`src/rtl/sisc_pkg.sv`:
```
// Shared definitions for the SISC multicycle controller: state encoding,
// opcode map, addressing-mode constant and alu_op encodings.
package sisc_pkg;

    typedef enum logic [2:0] {
        S_RESET     = 3'd0,
        S_FETCH     = 3'd1,
        S_DECODE    = 3'd2,
        S_EXECUTE   = 3'd3,
        S_MEM       = 3'd4,
        S_WRITEBACK = 3'd5,
        S_HALT      = 3'd6
    } state_t;

    localparam int OP_NOOP = 0;
    localparam int OP_LOD  = 1;
    localparam int OP_STR  = 2;
    localparam int OP_SWP  = 3;
    localparam int OP_BRA  = 4;
    localparam int OP_BRR  = 5;
    localparam int OP_BNE  = 6;
    localparam int OP_BNR  = 7;
    localparam int OP_ALU  = 8;
    localparam int OP_HLT  = 15;

    localparam int AM_IMM = 8;

    // bit1 suppresses the status save, bit0 selects the immediate operand
    localparam logic [1:0] ALU_REG        = 2'b00;
    localparam logic [1:0] ALU_IMM        = 2'b01;
    localparam logic [1:0] ALU_NOSAVE     = 2'b10;
    localparam logic [1:0] ALU_NOSAVE_IMM = 2'b11;

endpackage

```
`src/rtl/sisc_br_cond.sv`:
```
// Combinational branch evaluator: condition is |(stat & mm); BRA/BRR take on
// a set condition, BNE/BNR on a clear one. BRA/BNE are absolute targets.
module sisc_br_cond
    import sisc_pkg::*;
#(
    parameter int OPC_W = 4,
    parameter int MM_W  = 4
) (
    input  logic [OPC_W-1:0] opcode,
    input  logic [MM_W-1:0]  mm,
    input  logic [MM_W-1:0]  stat,
    output logic             taken,
    output logic             absolute
);

    logic cond;

    always_comb begin
        cond     = |(stat & mm);
        taken    = 1'b0;
        absolute = 1'b0;
        if (opcode == OPC_W'(OP_BRA)) begin
            taken    = cond;
            absolute = 1'b1;
        end else if (opcode == OPC_W'(OP_BRR)) begin
            taken = cond;
        end else if (opcode == OPC_W'(OP_BNE)) begin
            taken    = !cond;
            absolute = 1'b1;
        end else if (opcode == OPC_W'(OP_BNR)) begin
            taken = !cond;
        end
    end

endmodule

```
`src/rtl/sisc_ctrl_fsm.sv`:
```
// SISC multicycle control FSM with retired-instruction counter and HALT state.
// Define SISC_MEMWAIT_EN to add the mem_rdy handshake and wait-timeout.
module sisc_ctrl_fsm
    import sisc_pkg::*;
#(
    parameter int OPC_W    = 4,
    parameter int MM_W     = 4,
    parameter int STAT_W   = 4,
    parameter int CNT_W    = 16,
    parameter int WAIT_MAX = 15
) (
    input  logic              clk,
    input  logic              rst_f,
    input  logic [OPC_W-1:0]  opcode,
    input  logic [MM_W-1:0]   mm,
    input  logic [STAT_W-1:0] stat,
`ifdef SISC_MEMWAIT_EN
    input  logic              mem_rdy,
`endif
    output logic              rf_we,
    output logic              wb_sel,
    output logic              br_sel,
    output logic              rb_sel,
    output logic              ir_load,
    output logic              pc_sel,
    output logic              pc_write,
    output logic              pc_rst,
    output logic              mm_we,
    output logic [1:0]        alu_op,
    output logic              halted,
    output logic              illegal,
    output logic              mem_err,
    output logic [CNT_W-1:0]  retired,
    output logic [2:0]        state
);

    state_t cur, nxt;
    logic   cnt_en;
    logic   br_taken, br_abs;
    logic   is_alu, is_lod, is_str, is_hlt, is_br, is_legal, is_imm;

    sisc_br_cond #(.OPC_W(OPC_W), .MM_W(MM_W)) u_br_cond (
        .opcode   (opcode),
        .mm       (mm),
        .stat     (stat),
        .taken    (br_taken),
        .absolute (br_abs)
    );

    assign is_alu   = (opcode == OPC_W'(OP_ALU));
    assign is_lod   = (opcode == OPC_W'(OP_LOD));
    assign is_str   = (opcode == OPC_W'(OP_STR));
    assign is_hlt   = (opcode == OPC_W'(OP_HLT));
    assign is_br    = (opcode == OPC_W'(OP_BRA)) || (opcode == OPC_W'(OP_BRR)) ||
                      (opcode == OPC_W'(OP_BNE)) || (opcode == OPC_W'(OP_BNR));
    assign is_legal = is_alu || is_lod || is_str || is_hlt || is_br ||
                      (opcode == OPC_W'(OP_NOOP)) || (opcode == OPC_W'(OP_SWP));
    assign is_imm   = (mm == MM_W'(AM_IMM));
    assign state    = cur;

    always_comb begin
        nxt    = cur;
        cnt_en = 1'b0;
        case (cur)
            S_RESET:     nxt = S_FETCH;
            S_FETCH:     nxt = S_DECODE;
            S_DECODE: begin
                if (is_hlt) nxt = S_HALT;
                else if (is_alu || is_lod || is_str) nxt = S_EXECUTE;
                else begin
                    nxt    = S_FETCH;
                    cnt_en = 1'b1;
                end
            end
            S_EXECUTE:   nxt = S_MEM;
            S_MEM:       nxt = S_WRITEBACK;
            S_WRITEBACK: begin
                nxt    = S_FETCH;
                cnt_en = 1'b1;
            end
            S_HALT:      nxt = S_HALT;
            default:     nxt = S_RESET;
        endcase
    end

`ifdef SISC_MEMWAIT_EN
    localparam int WAIT_W = $clog2(WAIT_MAX + 1);
    logic [WAIT_W-1:0] wcnt;
    logic              mem_stage;

    // only instruction fetch and data-memory accesses wait on memory
    assign mem_stage = (cur == S_FETCH) || ((cur == S_MEM) && (is_lod || is_str));

    always_ff @(posedge clk or negedge rst_f) begin
        if (!rst_f) begin
            cur     <= S_RESET;
            retired <= '0;
            wcnt    <= '0;
            mem_err <= 1'b0;
        end else if (mem_stage && !mem_rdy) begin
            if (wcnt == WAIT_W'(WAIT_MAX - 1)) begin
                cur     <= S_HALT;
                wcnt    <= '0;
                mem_err <= 1'b1;
            end else begin
                wcnt <= wcnt + 1'b1;
            end
        end else begin
            cur  <= nxt;
            wcnt <= '0;
            if (cnt_en) retired <= retired + 1'b1;
        end
    end
`else
    logic unused_cfg;
    assign unused_cfg = ^WAIT_MAX;
    assign mem_err    = 1'b0;

    always_ff @(posedge clk or negedge rst_f) begin
        if (!rst_f) begin
            cur     <= S_RESET;
            retired <= '0;
        end else begin
            cur <= nxt;
            if (cnt_en) retired <= retired + 1'b1;
        end
    end
`endif

    always_comb begin
        rf_we    = 1'b0;
        wb_sel   = 1'b0;
        br_sel   = 1'b0;
        rb_sel   = 1'b0;
        ir_load  = 1'b0;
        pc_sel   = 1'b0;
        pc_write = 1'b0;
        pc_rst   = 1'b0;
        mm_we    = 1'b0;
        alu_op   = ALU_NOSAVE;
        halted   = 1'b0;
        illegal  = 1'b0;
        case (cur)
            S_RESET: pc_rst = 1'b1;
            S_FETCH: begin
                ir_load  = 1'b1;
                pc_write = 1'b1;
            end
            S_DECODE: begin
                illegal = !is_legal;
                if (br_taken) begin
                    pc_write = 1'b1;
                    pc_sel   = 1'b1;
                    br_sel   = br_abs;
                end
            end
            S_EXECUTE: begin
                if (is_alu) alu_op = is_imm ? ALU_IMM : ALU_REG;
                if (is_lod || is_str) alu_op = ALU_IMM;
                rb_sel = is_str;
            end
            S_MEM: begin
                if (is_alu) alu_op = is_imm ? ALU_NOSAVE_IMM : ALU_NOSAVE;
                if (is_lod || is_str) alu_op = ALU_NOSAVE_IMM;
                mm_we  = is_str;
                rb_sel = is_str;
            end
            S_WRITEBACK: begin
                rf_we  = is_alu || is_lod;
                wb_sel = is_lod;
            end
            S_HALT:  halted = 1'b1;
            default: ;
        endcase
    end

endmodule

```
`config.mk`:
```
export PLATFORM = sky130hd
export DESIGN_NAME = sisc_ctrl_fsm
export DESIGN_NICKNAME = d
export VERILOG_FILES = /design/src/rtl/sisc_pkg.sv /design/src/rtl/sisc_br_cond.sv /design/src/rtl/sisc_ctrl_fsm.sv
export SDC_FILE = /design/constraint.sdc
export NUM_CORES = 1
export LEC_CHECK = 0
export BUFFER_PORTS_ARGS = -buffer_cell sky130_fd_sc_hd__buf_2
export CAP_MARGIN = 20
export CORE_ASPECT_RATIO = 0.8
export CORE_MARGIN = 1.5
export CORE_UTILIZATION = 49
export DETAILED_ROUTE_END_ITERATION = 7
export PLACE_DENSITY = 0.79
export SLEW_MARGIN = 20
export SYNTH_ARGS = -nofsm -noshare
export SYNTH_HDL_FRONTEND = slang
export SYNTH_SLANG_ARGS = --single-unit
```
`constraint.sdc`:
```
create_clock -name clk -period 2.08 [get_ports clk]
set_clock_uncertainty 0.15 [all_clocks]
set_input_delay 0.104 -clock clk [delete_from_list [all_inputs] [get_ports clk]]
set_output_delay 0.104 -clock clk [all_outputs]
set_load 0.1 [all_outputs]
```
== After elaboration in Yosys (flattened, before gate mapping) ==
Index checks and enable logic that the tools add are counted.
Cells by class
  bitwise operators: 1
  reductions and logical operators: 17
  equality and inequality tests: 16
  muxes and demuxes: 33
  add/subtract/negate cells: 1
Operators by type and width (count)
  $mux 1: 24
  $pmux 3 s6: 1
  $add 16x1->16 const B: 1
  $eq 4x3->1 const B: 4
  $eq 4x4->1 const B: 3
  $logic_or 1x1->1: 10
  $eq 3x3->1 const B: 3
  $eq 4x2->1 const B: 2
  $mux 2: 4
  $eq 3x2->1 const B: 2
  $and 4x4->4: 1
  $eq 4x1->1 const B: 1
  $logic_not 4->1: 1
  $pmux 1 s2: 2
  $pmux 2 s2: 1
  $reduce_or 2->1: 2
  $reduce_or 4->1: 1
  $eq 3x1->1 const B: 1
  $logic_not 3->1: 1
  $mux 3: 1
  $logic_not 1->1: 2
Storage, ports and cells
  input port bits: 14
  register bits after elaboration: 19

== Longest topological paths before layout ==
Gate-level depths: netlist (run 1).
  word-level depth: 9
  depth in mapped cells: 6
  mapped depth without buffers: 4

== Modules after synthesis ==
A second synthesis (run 1) with hierarchy kept.
Second synthesis, totals
  cells, all modules: 131
  area, all modules: 1303.8 um^2
By module, submodules not included
  sisc_ctrl_fsm: area an instance 1258.7 um^2, instances 1, cells an instance 125
  sisc_br_cond: area an instance 45.0 um^2, instances 1, cells an instance 6

== Least setup slack after synthesis (run 1) ==
No wires, ideal clock.
  path kind: reg2out
  start point: register cur[0] (netlist: state[0])
  end point: output port rf_we
  data required time: 1.826 ns
  arrival time: 4.699 ns
  buffers on the path: 1
  setup slack: -2.873 ns
  cell stages (with the launch flop): 4
  cell sequence: dfrtp_1 -> nand3_1 -> buf_2 -> nor4_1
Between the ends
  longest elaborated chain between the ends: 2
RTL lines
  from (decl): RTL line sisc_ctrl_fsm.sv:37  | state_t cur, nxt;
  from (signal assigned): RTL line sisc_ctrl_fsm.sv:124  | cur <= nxt;
  $eq 3x3->1: RTL line sisc_ctrl_fsm.sv:143  | case (cur)
  $mux 1: RTL line sisc_ctrl_fsm.sv:143
  to (decl): RTL line sisc_ctrl_fsm.sv:20  | output logic rf_we,
No other way between the ends.

== Worst setup path in the final report (run 1) ==
  start point: register cur[0] (netlist: state[0])
  end point: register retired[10]
Between the ends
  longest elaborated chain between the ends: 2
RTL lines
  $eq 3x3->1 / $eq 3x2->1 (equally long branches): RTL line sisc_ctrl_fsm.sv:64  | case (cur)
  $pmux 1 s2 (*): RTL line sisc_ctrl_fsm.sv:64
  to (signal assigned): RTL line sisc_ctrl_fsm.sv:125  | if (cnt_en) retired <= retired + 1'b1;
  to (decl): RTL line sisc_ctrl_fsm.sv:33  | output logic [CNT_W-1:0] retired,
Every way passes the cells marked *; elsewhere a longest branch is shown, timed or not.
A chain may end at the register's enable or synchronous reset.

==> impl_summary.log, run 1 <==
INFO  metric layout.area.seq = 500 um^2
INFO  metric syn_area_per_cell = roughly 9.9 um^2
INFO  metric tritoncts = done
INFO  metric postRouteAntennaNets = 0
INFO  metric edff_count_synth = 0
INFO  metric flip_flop_and_latch_count_after_synthesis = 19
INFO  metric initial_utilization = 52.3%
INFO  metric synth.yosys.seq_area_share = 36.6%
INFO  metric maxCapViolCount = 0
INFO  metric status = complete, no violations
INFO  metric groute.usage.overall = 25.4%
INFO  metric critPathCaptureType = register
INFO  metric gp_routability_congestion = 0.812
INFO  metric async_flop_share = 100%
INFO  metric clk_root_buffer_cell = clkbuf_4
INFO  metric clockBufferDepth = 2
INFO  metric residual_drc_count = 0
INFO  metric arrival_time_reported_for_the_critical_path_endpoint = 2.14 ns
INFO  metric antenna_cells_inserted = 0
INFO  metric pin_count = 47
INFO  metric post_layout_nonfiller_instances = 220
INFO  metric wl_per_cell = approximately 15 um
INFO  metric post_drt_via_cell_ratio = 5.45
INFO  metric ctsHtreeMaxLevel = 1
INFO  metric number_of_unique_standard_cell_types_used_by_synthesis = 45
INFO  metric hold_class = input pin to async pin
INFO  metric routed-via-count = between 1,000 and 1,500
INFO  metric synth.yosys.warnings = 0
INFO  metric r2r_end = retired[10]$_DFFE_PN0P_
INFO  metric cts-buffers-inserted = 3
INFO  metric utilization = 76.3%
INFO  metric number_of_antenna_violations_at_the_first_check_in_global_routing = 0
INFO  metric min_period_over_period = 98.9%
INFO  metric critPathRequiredTime = 2.16 ns
INFO  metric place_hpwl = 2.49 mm
INFO  metric finalWorstPathRequiredPeriod = 2.06 ns
INFO  metric multi_input_comb_area = 838 um^2
INFO  metric fmax = 0.486 GHz
INFO  metric totalWireLength = 3.34 mm
INFO  metric post_synth_inst_count = 131
INFO  metric unrepaired_setup_endpoints_after_global_routing = yes
INFO  metric rr_worst_depth = 4
INFO  metric finish.net_count = 200
INFO  metric pre_cts_ws = about 0.04 ns
INFO  metric first_pass_iters = 4
INFO  metric flow.area_growth_from_synthesis = 45.8%
INFO  metric yosys_most_used_dff = dfrtp_1
INFO  metric placeableCoreArea = 2480 um^2
INFO  metric clock_sinks = 19
INFO  metric floorplan.rows = 16
INFO  metric globalRoute.totalOverflow = 0
INFO  metric r2r_setup_slack = about 0.024 ns
INFO  metric synth_nets = 146
INFO  metric placed_cells = 212
INFO  metric final.fill_count = 186
INFO  metric die_height = 49.0 um
INFO  metric detail_route.iter0.violations = 62
INFO  metric largest_net_degree_at_the_start_of_global_routing = 20
INFO  metric drive_gt1_share = 54.3%
INFO  metric floorplan.die.width = 60.6 um
INFO  metric slew_violations = 0
INFO  metric report.final.setup_viol = 0
INFO  metric full_die_area = 2970 um^2
INFO  metric insertion_delay = 0.31 ns
INFO  metric final_critical_path_setup_slack = 0.0238 ns
INFO  metric worstSetupStartpoint = state[0]$_DFF_PN0_
INFO  metric syn_area = between 1000 and 1500 um^2
INFO  metric critPathLaunchType = register
INFO  metric numPortBuffers = 45
INFO  metric finalHoldViolations = 0
INFO  metric hold_slack = ~0.11 ns
INFO  metric critical_path.reg2reg.startpoint = state[0]$_DFF_PN0_
INFO  metric critical_path_peak_fanout = 10
INFO  metric first_global_vias = 1,179
INFO  metric crit_type = register to register
INFO  metric grt_first_pass_wirelength = about 5.7 mm
INFO  metric clk_transition_reported_paths = 0.12 ns
[placed cells by master (no fill, tap or decap), types with 2 or more instances in the layout]
| master | Yosys | layout |
|---|---|---|
| buf_2 | 2 | 35 |
| xor2_1 | 15 | 15 |
| buf_4 | 3 | 12 |
| dfrtp_2 | 0 | 11 |
| nand2_1 | 8 | 7 |
| buf_12 | 0 | 7 |
| inv_1 | 7 | 6 |
| o21ai_0 | 6 | 6 |
| nand3_1 | 8 | 6 |
| a2111oi_1 | 5 | 5 |
| clkbuf_4 | 0 | 5 |
| dfrtp_1 | 19 | 5 |
| nand4_1 | 4 | 4 |
| a21oi_1 | 3 | 3 |
| a211oi_1 | 3 | 3 |
| dfrtp_4 | 0 | 3 |
| nor2_1 | 4 | 2 |
| nor3_2 | 0 | 2 |
| a22o_1 | 2 | 2 |
| or3_1 | 2 | 2 |
| nand3_4 | 0 | 2 |
| nor3_4 | 0 | 2 |
| nor2_4 | 0 | 2 |
| xnor2_1 | 2 | 2 |
| a2111oi_2 | 2 | 2 |
[worst max path at each step]
| stage | to | slack [ns] | cells past startpoint |
|---|---|---|---|
| 2_1_floorplan | rf_we | -0.43 | 5 |
| 3_3_place_gp | retired[9]$_DFFE_PN0P_ | 0.17 | 4 |
| 3_5_place_dp | retired[10]$_DFFE_PN0P_ | 0.04 | 4 |
| 4_1_cts | alu_op[0] | 0.008 | 6 |
| 5_1_grt | retired[11]$_DFFE_PN0P_ | -0.06 | 4 |
| 6_report | retired[10]$_DFFE_PN0P_ | 0.02 | 4 |
[cell usage after synthesis, types with 3 or more instances]
cell type  count  share of area [%]
o21ai_0        6                2.3
nand4_1        4                1.9
xor2_1        15                 10
a21oi_1        3                1.2
buf_4          3                1.7
inv_1          7                2.0
dfrtp_1       19                 37
nand3_1        8                3.1
nor2_1         4                1.2
nor3_1         5                1.9
a2111oi_1      5                3.9
a211oi_1       3                1.7
nand2_1        8                2.3
[worst max-delay path, stage by stage, from the launching register on]
cell and delay, ns:
dfrtp_4 0.51, nor3b_4 0.27, o2111ai_4 0.27, a2111oi_1 0.59, xor2_1 0.19
[layer usage]
metal / GRT usage (%) / part of all wire, % / up-vias
met3: 6.10 / 5.0 / 0
met1: 40.2 / 47 / 577
met4: 2.17 / 0 / 0
met2: 36.7 / 48 / 36
met5: 0 / 0 / -
li1: - / - / 587
[cells by family after synthesis]
| group | after synthesis | synth area share, % |
|---|---|---|
| compound gates | 29 | 20.3 |
| fa+ha+maj | 1 | 0.963 |
| mux | 1 | 1.16 |
| other cells | 1 | 0.289 |
| flops | 19 | 36.6 |
| buf+inv | 17 | 7.13 |
| simple gates | 45 | 20.8 |
| xor+xnor | 18 | 12.7 |
[flip-flops by register name, indices dropped and copies added, names as in the netlist]
| signal | count |
|---|---|
| state | 3 |
| retired | 16 |
[per-stage QoR]
stage / area, um^2 / setup TNS, ns
2_1_floorplan: 1430 / -1.69
3_3_place_gp: 1790 / 0
3_5_place_dp: 1790 / 0
4_1_cts: 1870 / 0
5_1_grt: 1890 / -0.264
6_report: 1890 / 0
[layout make-up]
type,instances,share of cell area (%)
clock buffer,3,1.19
clock inverter,1,0.264
inverter,8,1.92
multi-input combinational,95,44.3
sequential,19,26.4
tap,36,2.38
timing repair buffer,58,23.5
[repair_timing]
item / CTS / global route
pin swaps: 0 / 2
setup buffers: 3 / 0
setup endpoints to repair: 3 / 13
resized for setup: 4 / 6
hold buffers: 1 / 0
endpoints found under the hold margin: 19 / 0
Power of run 1 is not shown: default switching activity piles up to over one toggle a cycle in this logic, so the estimate is an artifact.
==> inputs of run 2 (changes only) <==
GPL_TIMING_DRIVEN = 0   (was default)
MAX_ROUTING_LAYER = met4   (was default)
==> impl_summary.log, run 2 (same netlist as run 1, synthesis figures left out) <==
INFO  metric status = finished with violations
INFO  metric violated_checks = negative setup slack
INFO  metric first_pass_iters = 4 (unchanged)
INFO  metric first_global_vias = 1,178 (-0.085%)
INFO  metric final.fill_count = 162 (-13%)
INFO  metric slew_violations = 0 (unchanged)
INFO  metric detail_route.iter0.violations = 64 (+3.2%)
INFO  metric wl_per_cell = 16.3 um (+7.0%)
INFO  metric number_of_antenna_violations_at_the_first_check_in_global_routing = 0 (unchanged)
INFO  metric antenna_cells_inserted = 0 (unchanged)
INFO  metric fmax = 0.462 GHz (-5.0%)
INFO  metric hold_class = input pin to async pin
INFO  metric post_layout_nonfiller_instances = 222 (+0.91%)
INFO  metric arrival_time_reported_for_the_critical_path_endpoint = 1.91 ns (-0.23 ns)
INFO  metric tritoncts = done
INFO  metric largest_net_degree_at_the_start_of_global_routing = 20 (unchanged)
INFO  metric report.final.setup_viol = 11 (+11)
INFO  metric finish.net_count = 202 (+1.0%)
INFO  metric numPortBuffers = 42 (-6.7%)
INFO  metric unrepaired_setup_endpoints_after_global_routing = yes
INFO  metric critical_path_peak_fanout = 5 (-5)
INFO  metric postRouteAntennaNets = 0 (unchanged)
INFO  metric insertion_delay = 0.31 ns (about the same)
INFO  metric critPathLaunchType = register
INFO  metric clock_sinks = 19 (unchanged)
INFO  metric maxCapViolCount = 0 (unchanged)
INFO  metric placeableCoreArea = 2480 um^2 (unchanged)
INFO  metric floorplan.die.width = 60.6 um (unchanged)
INFO  metric totalWireLength = 3.61 mm (+8.0%)
INFO  metric finalWorstPathRequiredPeriod = 2.16 ns (+0.108 ns)
INFO  metric floorplan.rows = 16 (unchanged)
INFO  metric full_die_area = 2970 um^2 (unchanged)
INFO  metric groute.usage.overall = 26.1% (+0.72 points)
INFO  metric critPathCaptureType = primary output
INFO  metric residual_drc_count = 0 (unchanged)
INFO  metric tightestPinTransition = 0.707 ns
INFO  metric clockBufferDepth = 2 (unchanged)
INFO  metric routed-via-count = 1,254 (+4.5%)
INFO  metric grt_first_pass_wirelength = 5.71 mm (+0.12%)
INFO  metric post_drt_via_cell_ratio = 5.65 (+3.6%)
INFO  metric final_critical_path_setup_slack = -0.0844 ns (-0.108 ns)
INFO  metric ctsHtreeMaxLevel = 1 (unchanged)
INFO  metric largest_reg_flops = 16 (unchanged)
INFO  metric drive_gt1_share = 57.0% (+2.6 points)
INFO  metric critPathRequiredTime = 1.83 ns (-0.33 ns)
INFO  metric worstSetupStartpoint = state[0]$_DFF_PN0_
INFO  metric rel_slew_slack = roughly 53%
INFO  metric globalRoute.totalOverflow = 0 (unchanged)
INFO  metric pre_cts_ws = -0.0623 ns (-0.101 ns)
INFO  metric cts-buffers-inserted = 3 (unchanged)
INFO  metric mostFrequentLayoutCell = buf_2
INFO  metric hold_slack = 0.122 ns (+0.0149 ns)
INFO  metric crit_type = register to primary output
INFO  metric registers.top_by_ff_count = retired
INFO  metric initial_utilization = 52.3% (unchanged)
INFO  metric rr_worst_depth = 5 (+1)
INFO  metric layout.cells.most_common_list = buf_2, xor2_1, buf_4, dfrtp_2, nand2_1
INFO  metric critical_path.reg2reg.startpoint = state[0]$_DFF_PN0_
INFO  metric clk_transition_reported_paths = 0.12 ns (about the same)
INFO  metric r2r_end = retired[15]$_DFFE_PN0P_
INFO  metric finalHoldViolations = 0 (unchanged)
INFO  metric pin_count = 47 (unchanged)
INFO  metric r2r_setup_slack = -0.06 ns (-0.08 ns)
INFO  metric die_height = 49.0 um (unchanged)
INFO  metric place_hpwl = 2.38 mm (-4.6%)
INFO  metric placed_cells = 209 (-1.4%)
INFO  metric gp_routability_congestion = 0.832 (+2.5%)
INFO  metric min_period_over_period = 104% (+5.2 points)
INFO  metric clk_root_buffer_cell = clkbuf_4
INFO  metric flow.area_growth_from_synthesis = 51.6%
==> run 2: through the flow <==
| stage | util [%] | TNS (ns) | area, um^2 |
|---|---|---|---|
| 2_1_floorplan | - | -1.69 | 1430 |
| 3_3_place_gp | 67.8 | 0 | 1680 |
| 3_5_place_dp | 67.8 | -0.0697 | 1680 |
| 4_1_cts | 75.6 | -0.0813 | 1880 |
| 5_1_grt | 79.3 | -1.38 | 1970 |
| 6_report | 79.3 | -0.385 | 1970 |
==> run 2: how the worst max path moves through the flow <==
stage / endpoint / slack (ns)
2_1_floorplan: rf_we / -0.43
3_3_place_gp: retired[15]$_DFFE_PN0P_ / 0.04
3_5_place_dp: retired[15]$_DFFE_PN0P_ / -0.06
4_1_cts: retired[15]$_DFFE_PN0P_ / -0.03
5_1_grt: retired[9]$_DFFE_PN0P_ / -0.13
6_report: br_sel / -0.08
==> run 2: timing repair <==
| item | 4_1_cts | 5_1_grt |
|---|---|---|
| pin swaps | 3 | 9 |
| buffers inserted | 3 | 5 |
| setup endpoints to repair | 12 | 22 |
| cloned | 1 | 0 |
| hold endpoints to repair | 19 | 0 |
| hold buffers | 1 | 0 |
| gates resized for setup | 25 | 12 |
==> run 2: worst max-delay path, stage by stage (launching register included) <==
cell	delay, ns
dfrtp_4	0.53
nor3b_4	0.36
and3_4	0.25
nand3_4	0.12
nor2_4	0.15
buf_12	0.18
==> run 2: final cells by class <==
cell class	instances	area [um^2]	share of cell area [%]
clock buffers	3	22.5	1.14
inverters	8	36.3	1.84
multi-input cells	95	901	45.7
plain buffers	8	73.8	3.75
well taps	36	45.0	2.29
flip-flops and latches	19	500	25.4
clock inverters	1	5.00	0.254
repair buffers	52	385	19.6
==> run 2: per-layer routing <==
layer | up-vias | share of wire, % | track usage (%)
li1 | 587 | - | -
met1 | 619 | 44 | 36.9
met2 | 38 | 50 | 38.4
met3 | 10 | 4.2 | 5.84
met4 | 0 | 1.7 | 6.16
met5 | - | 0 | -
Power of run 2 is left out for the same reason.
